[config.mk]
export PLATFORM = sky130hd
export DESIGN_NAME = alu_op_sequencer
export DESIGN_NICKNAME = d
export VERILOG_FILES = /design/src/rtl/alu_pkg.sv /design/src/rtl/alu_op_sequencer_btn_edge.sv /design/src/rtl/alu_op_sequencer.sv
export SDC_FILE = /design/constraint.sdc
export NUM_CORES = 1
export LEC_CHECK = 0
export BUFFER_PORTS_ARGS = -buffer_cell sky130_fd_sc_hd__buf_2
export CORE_MARGIN = 4
export CORE_UTILIZATION = 51
export CTS_BUF_LIST = sky130_fd_sc_hd__clkbuf_4 sky130_fd_sc_hd__clkbuf_8 sky130_fd_sc_hd__clkbuf_16
export DETAILED_ROUTE_END_ITERATION = 7
export HOLD_SLACK_MARGIN = 0.12
export PLACE_DENSITY_LB_ADDON = 0.08
export SLEW_MARGIN = 10
export SYNTH_ARGS = -nofsm -noshare
export SYNTH_HDL_FRONTEND = slang
export SYNTH_SLANG_ARGS = --single-unit
[constraint.sdc]
create_clock -name Clk -period 2.4 [get_ports Clk]
set_input_delay 0.36 -clock Clk [delete_from_list [all_inputs] [get_ports Clk]]
set_output_delay 0.36 -clock Clk [all_outputs]
set_load 0.005 [all_outputs]
[src/rtl/alu_pkg.sv]
// alu_pkg: definitions shared by the ALU operation sequencer and the ALU.
//   state_t : 3-bit sequencer state. The encodings are shown on the
//             state LEDs, so each one is fixed explicitly.
//   OP_W    : opcode width shared with the ALU.
package alu_pkg;

  localparam int OP_W = 4;

  typedef enum logic [2:0] {
    ST_IDLE   = 3'd0,
    ST_GOT_A  = 3'd1,
    ST_GOT_B  = 3'd2,
    ST_GOT_OP = 3'd3,
    ST_EXEC   = 3'd4,
    ST_SHOW   = 3'd5
  } state_t;

endpackage

[src/rtl/alu_op_sequencer_btn_edge.sv]
// btn_edge: turns a debounced button level into a one-cycle press pulse.
// Ports:
//   Clk   : system clock, rising edge
//   Rst_n : asynchronous active-low reset
//   level : debounced button level
//   press : high for one cycle after the button goes from released to pressed
module btn_edge (
  input  logic Clk,
  input  logic Rst_n,
  input  logic level,
  output logic press
);

  // This register records that the button was seen released in the previous
  // cycle. It resets to 0 ("not seen released"). As a result, a button that
  // is still held when reset is released does not produce a press until the
  // button has first been let go.
  logic released;

  always_ff @(posedge Clk or negedge Rst_n) begin
    if (!Rst_n) begin
      released <= 1'b0;
    end else begin
      released <= ~level;
    end
  end

  assign press = level & released;

endmodule

[src/rtl/alu_op_sequencer.sv]
// alu_op_sequencer: sequences one ALU operation from board switches.
// Presses of the "next" button do the following, in order:
//   1. capture operand A
//   2. capture operand B
//   3. capture the opcode
//   4. launch the ALU
// The sequencer then waits for alu_done under a timeout. After that it shows
// the frozen result. The "clear" button aborts the sequence from any state.
// Ports:
//   Clk, Rst_n         : clock, asynchronous active-low reset
//   sw_in [WIDTH]      : switch value, sampled on a next press
//   btn_next, btn_clr  : debounced button levels
//   alu_a, alu_b       : registered operands
//   alu_op [OP_W]      : registered opcode
//   alu_go             : one-cycle launch pulse
//   alu_done           : ALU completion strobe (used only in EXEC)
//   alu_result [WIDTH] : ALU result, valid while alu_done is high
//   result_out [WIDTH] : latched result for the display
//   state_led [3]      : current state encoding
//   error              : sticky timeout flag
module alu_op_sequencer #(
  parameter int WIDTH   = 8,
  parameter int OP_W    = alu_pkg::OP_W,
  parameter int TIMEOUT = 16
) (
  input  logic             Clk,
  input  logic             Rst_n,
  input  logic [WIDTH-1:0] sw_in,
  input  logic             btn_next,
  input  logic             btn_clr,
  output logic [WIDTH-1:0] alu_a,
  output logic [WIDTH-1:0] alu_b,
  output logic [OP_W-1:0]  alu_op,
  output logic             alu_go,
  input  logic             alu_done,
  input  logic [WIDTH-1:0] alu_result,
  output logic [WIDTH-1:0] result_out,
  output logic [2:0]       state_led,
  output logic             error
);

  import alu_pkg::*;

  localparam int CNT_W = $clog2(TIMEOUT) + 1;
  localparam logic [CNT_W-1:0] CNT_LAST = CNT_W'(TIMEOUT - 1);

  logic press_next;
  logic press_clr;

  state_t           state, state_n;
  logic [CNT_W-1:0] cnt, cnt_n;
  logic [WIDTH-1:0] a_n, b_n, res_n;
  logic [OP_W-1:0]  op_n;
  logic             go_n, err_n;

  btn_edge u_next_edge (
    .Clk   (Clk),
    .Rst_n (Rst_n),
    .level (btn_next),
    .press (press_next)
  );

  btn_edge u_clr_edge (
    .Clk   (Clk),
    .Rst_n (Rst_n),
    .level (btn_clr),
    .press (press_clr)
  );

  always_ff @(posedge Clk or negedge Rst_n) begin
    if (!Rst_n) begin
      state      <= ST_IDLE;
      cnt        <= '0;
      alu_a      <= '0;
      alu_b      <= '0;
      alu_op     <= '0;
      alu_go     <= 1'b0;
      result_out <= '0;
      error      <= 1'b0;
    end else begin
      state      <= state_n;
      cnt        <= cnt_n;
      alu_a      <= a_n;
      alu_b      <= b_n;
      alu_op     <= op_n;
      alu_go     <= go_n;
      result_out <= res_n;
      error      <= err_n;
    end
  end

  always_comb begin
    state_n = state;
    cnt_n   = cnt;
    a_n     = alu_a;
    b_n     = alu_b;
    op_n    = alu_op;
    go_n    = 1'b0;
    res_n   = result_out;
    err_n   = error;

    // Clear takes priority over a next press or alu_done arriving in the
    // same cycle.
    if (press_clr) begin
      state_n = ST_IDLE;
      cnt_n   = '0;
      a_n     = '0;
      b_n     = '0;
      op_n    = '0;
      res_n   = '0;
      err_n   = 1'b0;
    end else begin
      unique case (state)
        ST_IDLE: begin
          if (press_next) begin
            a_n     = sw_in;
            state_n = ST_GOT_A;
          end
        end
        ST_GOT_A: begin
          if (press_next) begin
            b_n     = sw_in;
            state_n = ST_GOT_B;
          end
        end
        ST_GOT_B: begin
          if (press_next) begin
            op_n    = sw_in[OP_W-1:0];
            state_n = ST_GOT_OP;
          end
        end
        ST_GOT_OP: begin
          if (press_next) begin
            go_n    = 1'b1;
            cnt_n   = '0;
            state_n = ST_EXEC;
          end
        end
        ST_EXEC: begin
          // The counter is 0 in the alu_go cycle. When it reaches
          // TIMEOUT-1, error is set on the edge TIMEOUT cycles after
          // alu_go. An ALU that answers in the same cycle as alu_go is
          // therefore accepted.
          if (alu_done) begin
            res_n   = alu_result;
            state_n = ST_SHOW;
          end else if (cnt == CNT_LAST) begin
            err_n   = 1'b1;
            res_n   = '0;
            state_n = ST_SHOW;
          end else begin
            cnt_n = cnt + 1'b1;
          end
        end
        ST_SHOW: begin
          // A press here starts a new operation directly with operand A.
          if (press_next) begin
            a_n     = sw_in;
            err_n   = 1'b0;
            state_n = ST_GOT_A;
          end
        end
        default: state_n = ST_IDLE;
      endcase
    end
  end

  assign state_led = state;

endmodule

# Word-level counts from Yosys, hierarchy flattened
# Index checks and enable logic that the tools add are counted.
# Widths: inputs -> output; s select.
# op_classes
n_addsub	1
bitwise	4
n_eq_ne	15
n_reduce_logical	17
muxes	33
# ops
cell	n
$mux 8	9
$mux 3	7
$ne 3x3->1 const B	7
$mux 5	4
$pmux 3 s5	1
$mux 4	3
$pmux 5 s2	1
$reduce_bool 2->1	5
$reduce_bool 3->1	3
$reduce_and 2->1	4
$reduce_and 4->1	2
$mux 1	7
$eq 3x2->1 const B	2
$eq 3x3->1 const B	2
$add 5x1->5 const B	1
$eq 5x4->1 const B	1
$reduce_and 5->1	1
$ne 4x4->1 const B	1
$eq 3x1->1 const B	1
$logic_not 3->1	1
$ne 3x1->1 const B	1
$and 1x1->1	2
$not 1->1	2
$pmux 1 s2	1
$reduce_or 2->1	1
# word_totals
output_inout_bits	33
wordCells	80
ff_bits	40
inputBits	21

# Logic depth before layout (Yosys ltp)
# Gate-level depths: netlist (run 1).
# logic_depth
ltp_word	5
ltp_mapped	7
ltp_nobuf	7

# By module
# From an unflattened synthesis (run 1), not the netlist that was laid out.
# unflattened
cells_unflattened	149
area_unflattened_um2	1784.2
# modules_own_cells
mod	instances	area_each_um2	seq_area_each_um2	cells_per_inst
alu_op_sequencer	1	1714.1	950.9	143
btn_edge	2	35.0	25.0	3

# Worst setup path after synthesis (run 1)
# No wires, ideal clock.
# synth_timing
path_kind	register -> register
startpoint	reg cnt[0]
endpoint	reg cnt[0]
required_ns	2.322
path_stages_with_launch	8
slack_ns	0.651
path_buffers	0
synth_period_minus_slack_ns	1.749
t_arrival_ns	1.671
setup_ns	0.078
path_cell_list	dfrtp_1 ha_1 and3_1 ha_1 nor2_1 nand2_1 or2_2 a21oi_1
# synth_via
elab_chain_len	5
elab_cells_between_ends	8
cone_classes	1 x add/sub; 2 x eq/ne; 4 x mux; 1 x reduce/logical
# synth_lines
item	line	text
from (decl)	alu_op_sequencer.sv:51	logic [CNT_W-1:0] cnt, cnt_n;
from (signal assigned)	alu_op_sequencer.sv:82	cnt <= cnt_n;
$add 5x1->5	alu_op_sequencer.sv:152	cnt_n = cnt + 1'b1;
$mux 5	alu_op_sequencer.sv:147	end else if (cnt == CNT_LAST) begin
$mux 5	alu_op_sequencer.sv:144	if (alu_done) begin
$pmux 5 s2	alu_op_sequencer.sv:113	unique case (state)
$mux 5	alu_op_sequencer.sv:104	if (press_clr) begin
# Parallel ways exist; a longest one is shown, timed or not. The select of a mux whose other input is x is not followed.
# A chain may end at the register's enable or synchronous reset.

# Worst setup path after layout (run 1)
# Same ends and word-level chain as after synthesis.

==> flow_metrics.env, run 1 <==
export IMPL_drc=0
export IMPL_numCtsBuffers=5
export IMPL_yosys_top_cells_count="40 x dfrtp_1, 25 x nor2_1, 20 x mux2i_1, 14 x nand3_1"
export IMPL_finalMaxSlewViolations=0
export IMPL_antennaDiodeCount=0
export IMPL_vdd_ir_drop_max_v=0.000387
export IMPL_register_area_um2=1000
export IMPL_syn_to_final_growth_pct=19.8
export IMPL_reg2reg_to="cnt[0]$_DFFE_PN0P_"
export IMPL_setup_viol=0
export IMPL_yosysTopAreaCellShare_pct=54.6
export IMPL_run_status="completed"
export IMPL_hold_class="input pin to async pin"
export IMPL_core_area_um2=3420
export IMPL_r2r_start="cnt[0]$_DFFE_PN0P_"
export IMPL_ios=54
export IMPL_synthSimpleGateAreaFrac_pct=21.0
export IMPL_synth_edff_count=0
export IMPL_powerDensity_nw_per_um2=683
export IMPL_first_pass_iters=4
export IMPL_cts_tree="yes"
export IMPL_maxSlewHeadroom_pct=43.0
export IMPL_antenna_left=0
export IMPL_final_nets=246
export IMPL_yosysSeqAreaShare_pct=54.6
export IMPL_worst_pin_slew_ns=0.855
export IMPL_vias=1450
export IMPL_fillers=284
export IMPL_synthMuxAreaShare_pct=10.9
export IMPL_synth_most_common_cell="dfrtp_1"
export IMPL_postSynthCellCount=170
export IMPL_fmax_ghz=0.500
export IMPL_drt_iter0_markers=65
export IMPL_grt_max_degree=41
export IMPL_via_per_inst=5.37
export IMPL_clock_sinks=40
export IMPL_cp_data_arrival_time_ns=2.27
export IMPL_synth_area_leaders="dfrtp_1 55%, mux2i_1 11%, nor2_1 5.1%"
export IMPL_syn_cell_area_um2=1830
export IMPL_htree_levels=2
export IMPL_setup_worst_path_class="register to register"
export IMPL_period_needed_ns=2.00
export IMPL_cts_root_buf="clkbuf_4"
export IMPL_antenna_found_initial=0
export IMPL_die_area_um2=4620
export IMPL_drive_above_1_share_pct=31.7
export IMPL_reg2regPathDepth=7
export IMPL_port_buffer_count=53
export IMPL_ys_warn_count=0
export IMPL_die_w_um=68.0
export IMPL_start_kind="register"
export IMPL_fin_tns_setup_ns=0
export IMPL_routed_wl_mm=3.87
export IMPL_synth_compound_area_share_pct=6.55
export IMPL_yosys_register_bits=40
export IMPL_finalCritPeriodShare_pct=83.3
export IMPL_fin_worst_skew_ns=0.00923
export IMPL_end_kind="register"
export IMPL_avgSynthCellArea_um2=10.8
export IMPL_hold_viol=0
export IMPL_cts_resized=0
export IMPL_multi_input_area_um2=754
export IMPL_clk_path_buf_depth=2
export IMPL_yosysUniqueCellTypes=35
export IMPL_wl_per_cell_um=14.3
export IMPL_rsz0062_at_grt="false"
export IMPL_grt_pass1_wl_mm=6.42
export IMPL_cts_post_setup_buffers_inserted=0
export IMPL_clk_pin_slew_ns=0.12
export IMPL_gp_congestion=0.814
export IMPL_synthXorXnorAreaFrac_pct=1.37
export IMPL_p_leak_uw=0.00110
export IMPL_dpl_hpwl_mm=2.84
export IMPL_start_util_pct=53.7
export IMPL_synthArstFlopShare_pct=100
export IMPL_rows=21
export IMPL_die_y_um=68.0
export IMPL_gr_total_overflow=0
export IMPL_rrSetupSlack_ns=0.40
export IMPL_grt_pass1_vias=1430
export IMPL_whs_ns=0.112
export IMPL_cap_violations=0
export IMPL_insertion_delay_ns=0.34
export IMPL_track_usage_pct=18.9
export IMPL_synth_flop_cell="dfrtp_1"
export IMPL_yosysTopAreaCell="dfrtp_1"
export IMPL_fin_util_pct=64.3
export IMPL_synth_net_count=193
export IMPL_synth_top_family_by_area="simple AND/OR/NAND/NOR gates"
export IMPL_critPathMaxFanout=5
export IMPL_required_ns=2.67
export IMPL_ctsHoldBuffers=0
export IMPL_synth_fa_ha_area_share_pct=1.37
==> worst max path at each step <==
stage | slack (ns) | from | cells past startpoint | endpoint
2_1_floorplan | 0.65 | cnt[0]$_DFFE_PN0P_ | 7 | cnt[0]$_DFFE_PN0P_
3_3_place_gp | 0.59 | cnt[0]$_DFFE_PN0P_ | 7 | cnt[0]$_DFFE_PN0P_
3_5_place_dp | 0.43 | cnt[0]$_DFFE_PN0P_ | 7 | cnt[0]$_DFFE_PN0P_
4_1_cts | 0.40 | cnt[0]$_DFFE_PN0P_ | 7 | cnt[0]$_DFFE_PN0P_
5_1_grt | 0.24 | cnt[0]$_DFFE_PN0P_ | 7 | cnt[4]$_DFFE_PN0P_
6_report | 0.40 | cnt[0]$_DFFE_PN0P_ | 7 | cnt[0]$_DFFE_PN0P_
==> final cells by class <==
cell class / count / share of cell area, %
Sequential cell: 40 / 45.6
Multi-Input combinational cell: 116 / 34.4
Timing Repair Buffer: 56 / 13.1
Tap cell: 46 / 2.62
Clock inverter: 3 / 1.94
Clock buffer: 5 / 1.71
Inverter: 4 / 0.684
==> state kept, by name, indices dropped and copies added (netlist names) <==
| register | flops |
|---|---|
| alu_a | 8 |
| alu_op | 4 |
| u_next_edge.released | 1 |
| cnt | 5 |
| result_out | 8 |
| alu_b | 8 |
| state_led | 3 |
| error | 1 |
| u_clr_edge.released | 1 |
| alu_go | 1 |
==> metal layers <==
metal,routed length [um],share of wire [%],up-vias,track usage [%]
met5,0,0,-,0
met4,35,0.90,0,6.45
met3,223,5.8,4,6.40
met2,1960,51,47,30.6
met1,1660,43,709,23.7
li1,-,-,690,-
==> placed cells by master, fill, tap and decap left out, drive strengths merged, types with 2 or more instances in the layout <==
cell type / netlist / final
buf: 7 / 56
dfrtp: 40 / 40
nor2: 25 / 25
mux2i: 20 / 20
nand3: 15 / 15
a21oi: 13 / 13
nand2: 13 / 13
clkbuf: 3 / 5
inv: 4 / 4
o21ai: 3 / 3
nor3: 3 / 3
and2: 2 / 2
and3b: 2 / 2
nand2b: 2 / 2
or2: 2 / 2
nand4: 2 / 2
ha: 2 / 2
nor3b: 2 / 2
xor2: 2 / 2
==> through the flow <==
stage | setup slack (ns) | cell area [um^2] | instances | power [uW]
floorplan | 0.651 | 1830 | 170 | 973
global placement | 0.595 | 2120 | 262 | 1070
detailed placement | 0.428 | 2120 | 262 | 1080
CTS | 0.401 | 2200 | 270 | 1520
global route | 0.237 | 2200 | 270 | 1590
finish | 0.401 | 2200 | 270 | 1500
==> report_power, final <==
part	switching [uW]	total, uW	internal, uW
Combinational	134	259	125
Clock	218	435	217
Sequential	68.3	805	736
==> cell families (layout without fill, tap and decap cells) <==
kind of cell	after synthesis	count (layout)
buf+inv	14	68
mux	20	20
compound gates	21	21
xor+xnor	2	2
simple gates	71	71
fa+ha+maj	2	2
flops	40	40
==> critical path, stage by stage, from the launching register on <==
cell     delay, ns
dfrtp_1       0.43
ha_1          0.22
and3_1        0.19
ha_1          0.21
nor2_1        0.26
nand2_1       0.18
or2_2         0.31
a21oi_1       0.14
Note: power is estimated with default switching activity, not from simulation.
==> inputs of run 2 (changes only) <==
--- a/config.mk
+++ b/config.mk
@@ -7,7 +7,7 @@
 export LEC_CHECK = 0
 export BUFFER_PORTS_ARGS = -buffer_cell sky130_fd_sc_hd__buf_2
 export CORE_MARGIN = 4
-export CORE_UTILIZATION = 51
+export CORE_UTILIZATION = 46
 export CTS_BUF_LIST = sky130_fd_sc_hd__clkbuf_4 sky130_fd_sc_hd__clkbuf_8 sky130_fd_sc_hd__clkbuf_16
 export DETAILED_ROUTE_END_ITERATION = 7
 export HOLD_SLACK_MARGIN = 0.12
==> constraint.sdc (replaced) <==
create_clock -name Clk -period 1.75 [get_ports Clk]
set_input_delay 0.2625 -clock Clk [delete_from_list [all_inputs] [get_ports Clk]]
set_output_delay 0.2625 -clock Clk [all_outputs]
set_load 0.005 [all_outputs]
==> flow_metrics.env, run 2 (synthesis gave the netlist of run 1 again) <==
export IMPL_gp_congestion=0.783
export IMPL_drive_above_1_share_pct=39.4
export IMPL_clk_pin_slew_ns=0.07
export IMPL_final_nets=258
export IMPL_antenna_left=0
export IMPL_min_to="u_clr_edge.released$_DFF_PN0_"
export IMPL_drt_iter0_markers=116
export IMPL_setup_viol=0
export IMPL_final_cells=284
export IMPL_start_kind="register"
export IMPL_antenna_found_initial=0
export IMPL_reg2regPathDepth=7
export IMPL_htree_levels=2
export IMPL_insertion_delay_ns=0.28
export IMPL_required_ns=1.96
export IMPL_clock_sinks=40
export IMPL_fin_tns_setup_ns=0
export IMPL_antennaDiodeCount=0
export IMPL_switching_share_pct=28.1
export IMPL_rsz0062_at_grt="true"
export IMPL_whs_ns=0.136
export IMPL_die_w_um=71.1
export IMPL_maxSlewHeadroom_pct=63.2
export IMPL_numCtsBuffers=5
export IMPL_cap_violations=0
export IMPL_dpl_hpwl_mm=2.95
export IMPL_reg2reg_to="cnt[0]$_DFFE_PN0P_"
export IMPL_period_needed_ns=1.66
export IMPL_finalCritPeriodShare_pct=94.6
export IMPL_hold_class="input pin to register"
export IMPL_p_seq_share_pct=52.4
export IMPL_fin_worst_skew_ns=0.00227
export IMPL_first_pass_iters=4
export IMPL_dp_cells=274
export IMPL_p_int_uw=1520
export IMPL_layout_common_cells="53 x buf_2, 39 x dfrtp_1, 24 x nor2_1"
export IMPL_cp_data_arrival_time_ns=1.87
export IMPL_hold_viol=0
export IMPL_die_area_um2=5060
export IMPL_core_area_um2=3740
export IMPL_drc=0
export IMPL_met2_length_mm=1.96
export IMPL_wl_met3_um=281
export IMPL_cts_tree="yes"
export IMPL_fmax_ghz=0.604
export IMPL_switching_power_uw=596
export IMPL_worst_pin_slew_ns=0.552
export IMPL_rrSetupSlack_ns=0.09
export IMPL_cts_root_buf="clkbuf_8"
export IMPL_maxUsedRoutingLayer="met4"
export IMPL_syn_to_final_growth_pct=28.9
export IMPL_clk_path_buf_depth=2
export IMPL_hold_depth=2
export IMPL_critPathMaxFanout=3
export IMPL_p_comb_share_pct=18.7
export IMPL_setup_worst_path_class="register to register"
export IMPL_end_kind="register"
export IMPL_wl_per_cell_um=14.2
export IMPL_grt_max_degree=23
export IMPL_finalMaxSlewViolations=0
export IMPL_vias=1498
export IMPL_r2r_start="cnt[0]$_DFFE_PN0P_"
export IMPL_p_leak_uw=0.00118
export IMPL_layout_commonest_cell="buf_2"
export IMPL_routed_wl_mm=4.05
export IMPL_min_from="btn_clr"
export IMPL_via_per_inst=5.27
export IMPL_die_y_um=71.1
export IMPL_grt_pass1_wl_mm=7.13
export IMPL_vdd_ir_drop_max_v=0.000423
export IMPL_start_util_pct=49.0
export IMPL_wl_met1_mm=1.75
export IMPL_run_status="completed"
export IMPL_p_clk_share_pct=28.9
export IMPL_track_usage_pct=17.7
export IMPL_rows=22
export IMPL_port_buffer_count=53
export IMPL_gr_total_overflow=0
export IMPL_grt_pass1_vias=1509
export IMPL_top_regs="alu_a x8, alu_b x8, result_out x8"
export IMPL_ios=54
export IMPL_powerDensity_nw_per_um2=896
run 2: cell types whose count changed in the layout (fill, tap and decap cells not counted), sizes merged:
cell / previous run / this run
buf: 56 / 67
bufinv: 1 / 0
clkbuf: 5 / 6
clkinv: 1 / 2
clkinvlp: 1 / 0
dlygate4sd3: 0 / 1
run 2: repair_timing:
item | in CTS | in global routing
pin swaps | 1 | 4
endpoints found under the setup margin | 3 | 9
endpoints found under the hold margin | 18 | 0
gates resized for setup | 4 | 10
hold buffers | 1 | 0
setup buffers | 1 | 0
run 2: worst max path at each step:
stage / startpoint / to / cells after the start
6_report: cnt[0]$_DFFE_PN0P_ / cnt[0]$_DFFE_PN0P_ / 7
5_1_grt: cnt[0]$_DFFE_PN0P_ / result_out[6]$_DFFE_PN0P_ / 8
4_1_cts: cnt[0]$_DFFE_PN0P_ / cnt[3]$_DFFE_PN0P_ / 8
3_5_place_dp: cnt[0]$_DFFE_PN0P_ / state_led[0]$_DFFE_PN0P_ / 8
3_3_place_gp: cnt[0]$_DFFE_PN0P_ / state_led[0]$_DFFE_PN0P_ / 8
2_1_floorplan: cnt[0]$_DFFE_PN0P_ / cnt[0]$_DFFE_PN0P_ / 7
run 2: metal layers:
layer	GRT usage (%)	vias up
li1	-	709
met2	28.3	53
met3	5.97	9
met5	0	-
met1	22.4	727
met4	6.26	0
run 2: worst max-delay path, cell delays in order, from the launching register on:
cell,delay (ns)
dfrtp_1,0.39
ha_2,0.19
and3_1,0.18
ha_2,0.19
nor2_4,0.11
nand2_1,0.08
or2_2,0.30
a21oi_2,0.14
run 2: power groups by stage:
stage / combinational, uW / sequential (uW) / clock (uW)
after floorplan: 250 / 1080 / 0
after CTS: 392 / 1110 / 641
after global placement: 377 / 1120 / 0
after global routing: 445 / 1130 / 683
after detailed placement: 387 / 1120 / 0
final: 396 / 1110 / 613
run 2: cell type report:
cell class              instances  area (um^2)
clock inverters                 2         10.0
clock buffers                   6         82.6
multi-input cells             116          797
flip-flops and latches         40         1000
fillers                       309         1380
repair buffers                 68          397
inverters                       4         15.0
well taps                      48         60.1
run 2: stage by stage:
stage | cell area (um^2) | util (%) | setup slack, ns | total power (uW)
2_1_floorplan | 1830 | - | 0.000560 | 1330
3_3_place_gp | 2210 | 58.9 | 0.0483 | 1490
3_5_place_dp | 2210 | 58.9 | -0.0479 | 1510
4_1_cts | 2330 | 62.2 | 0.0240 | 2140
5_1_grt | 2360 | 63.1 | -0.00400 | 2250
6_report | 2360 | 63.1 | 0.0941 | 2120
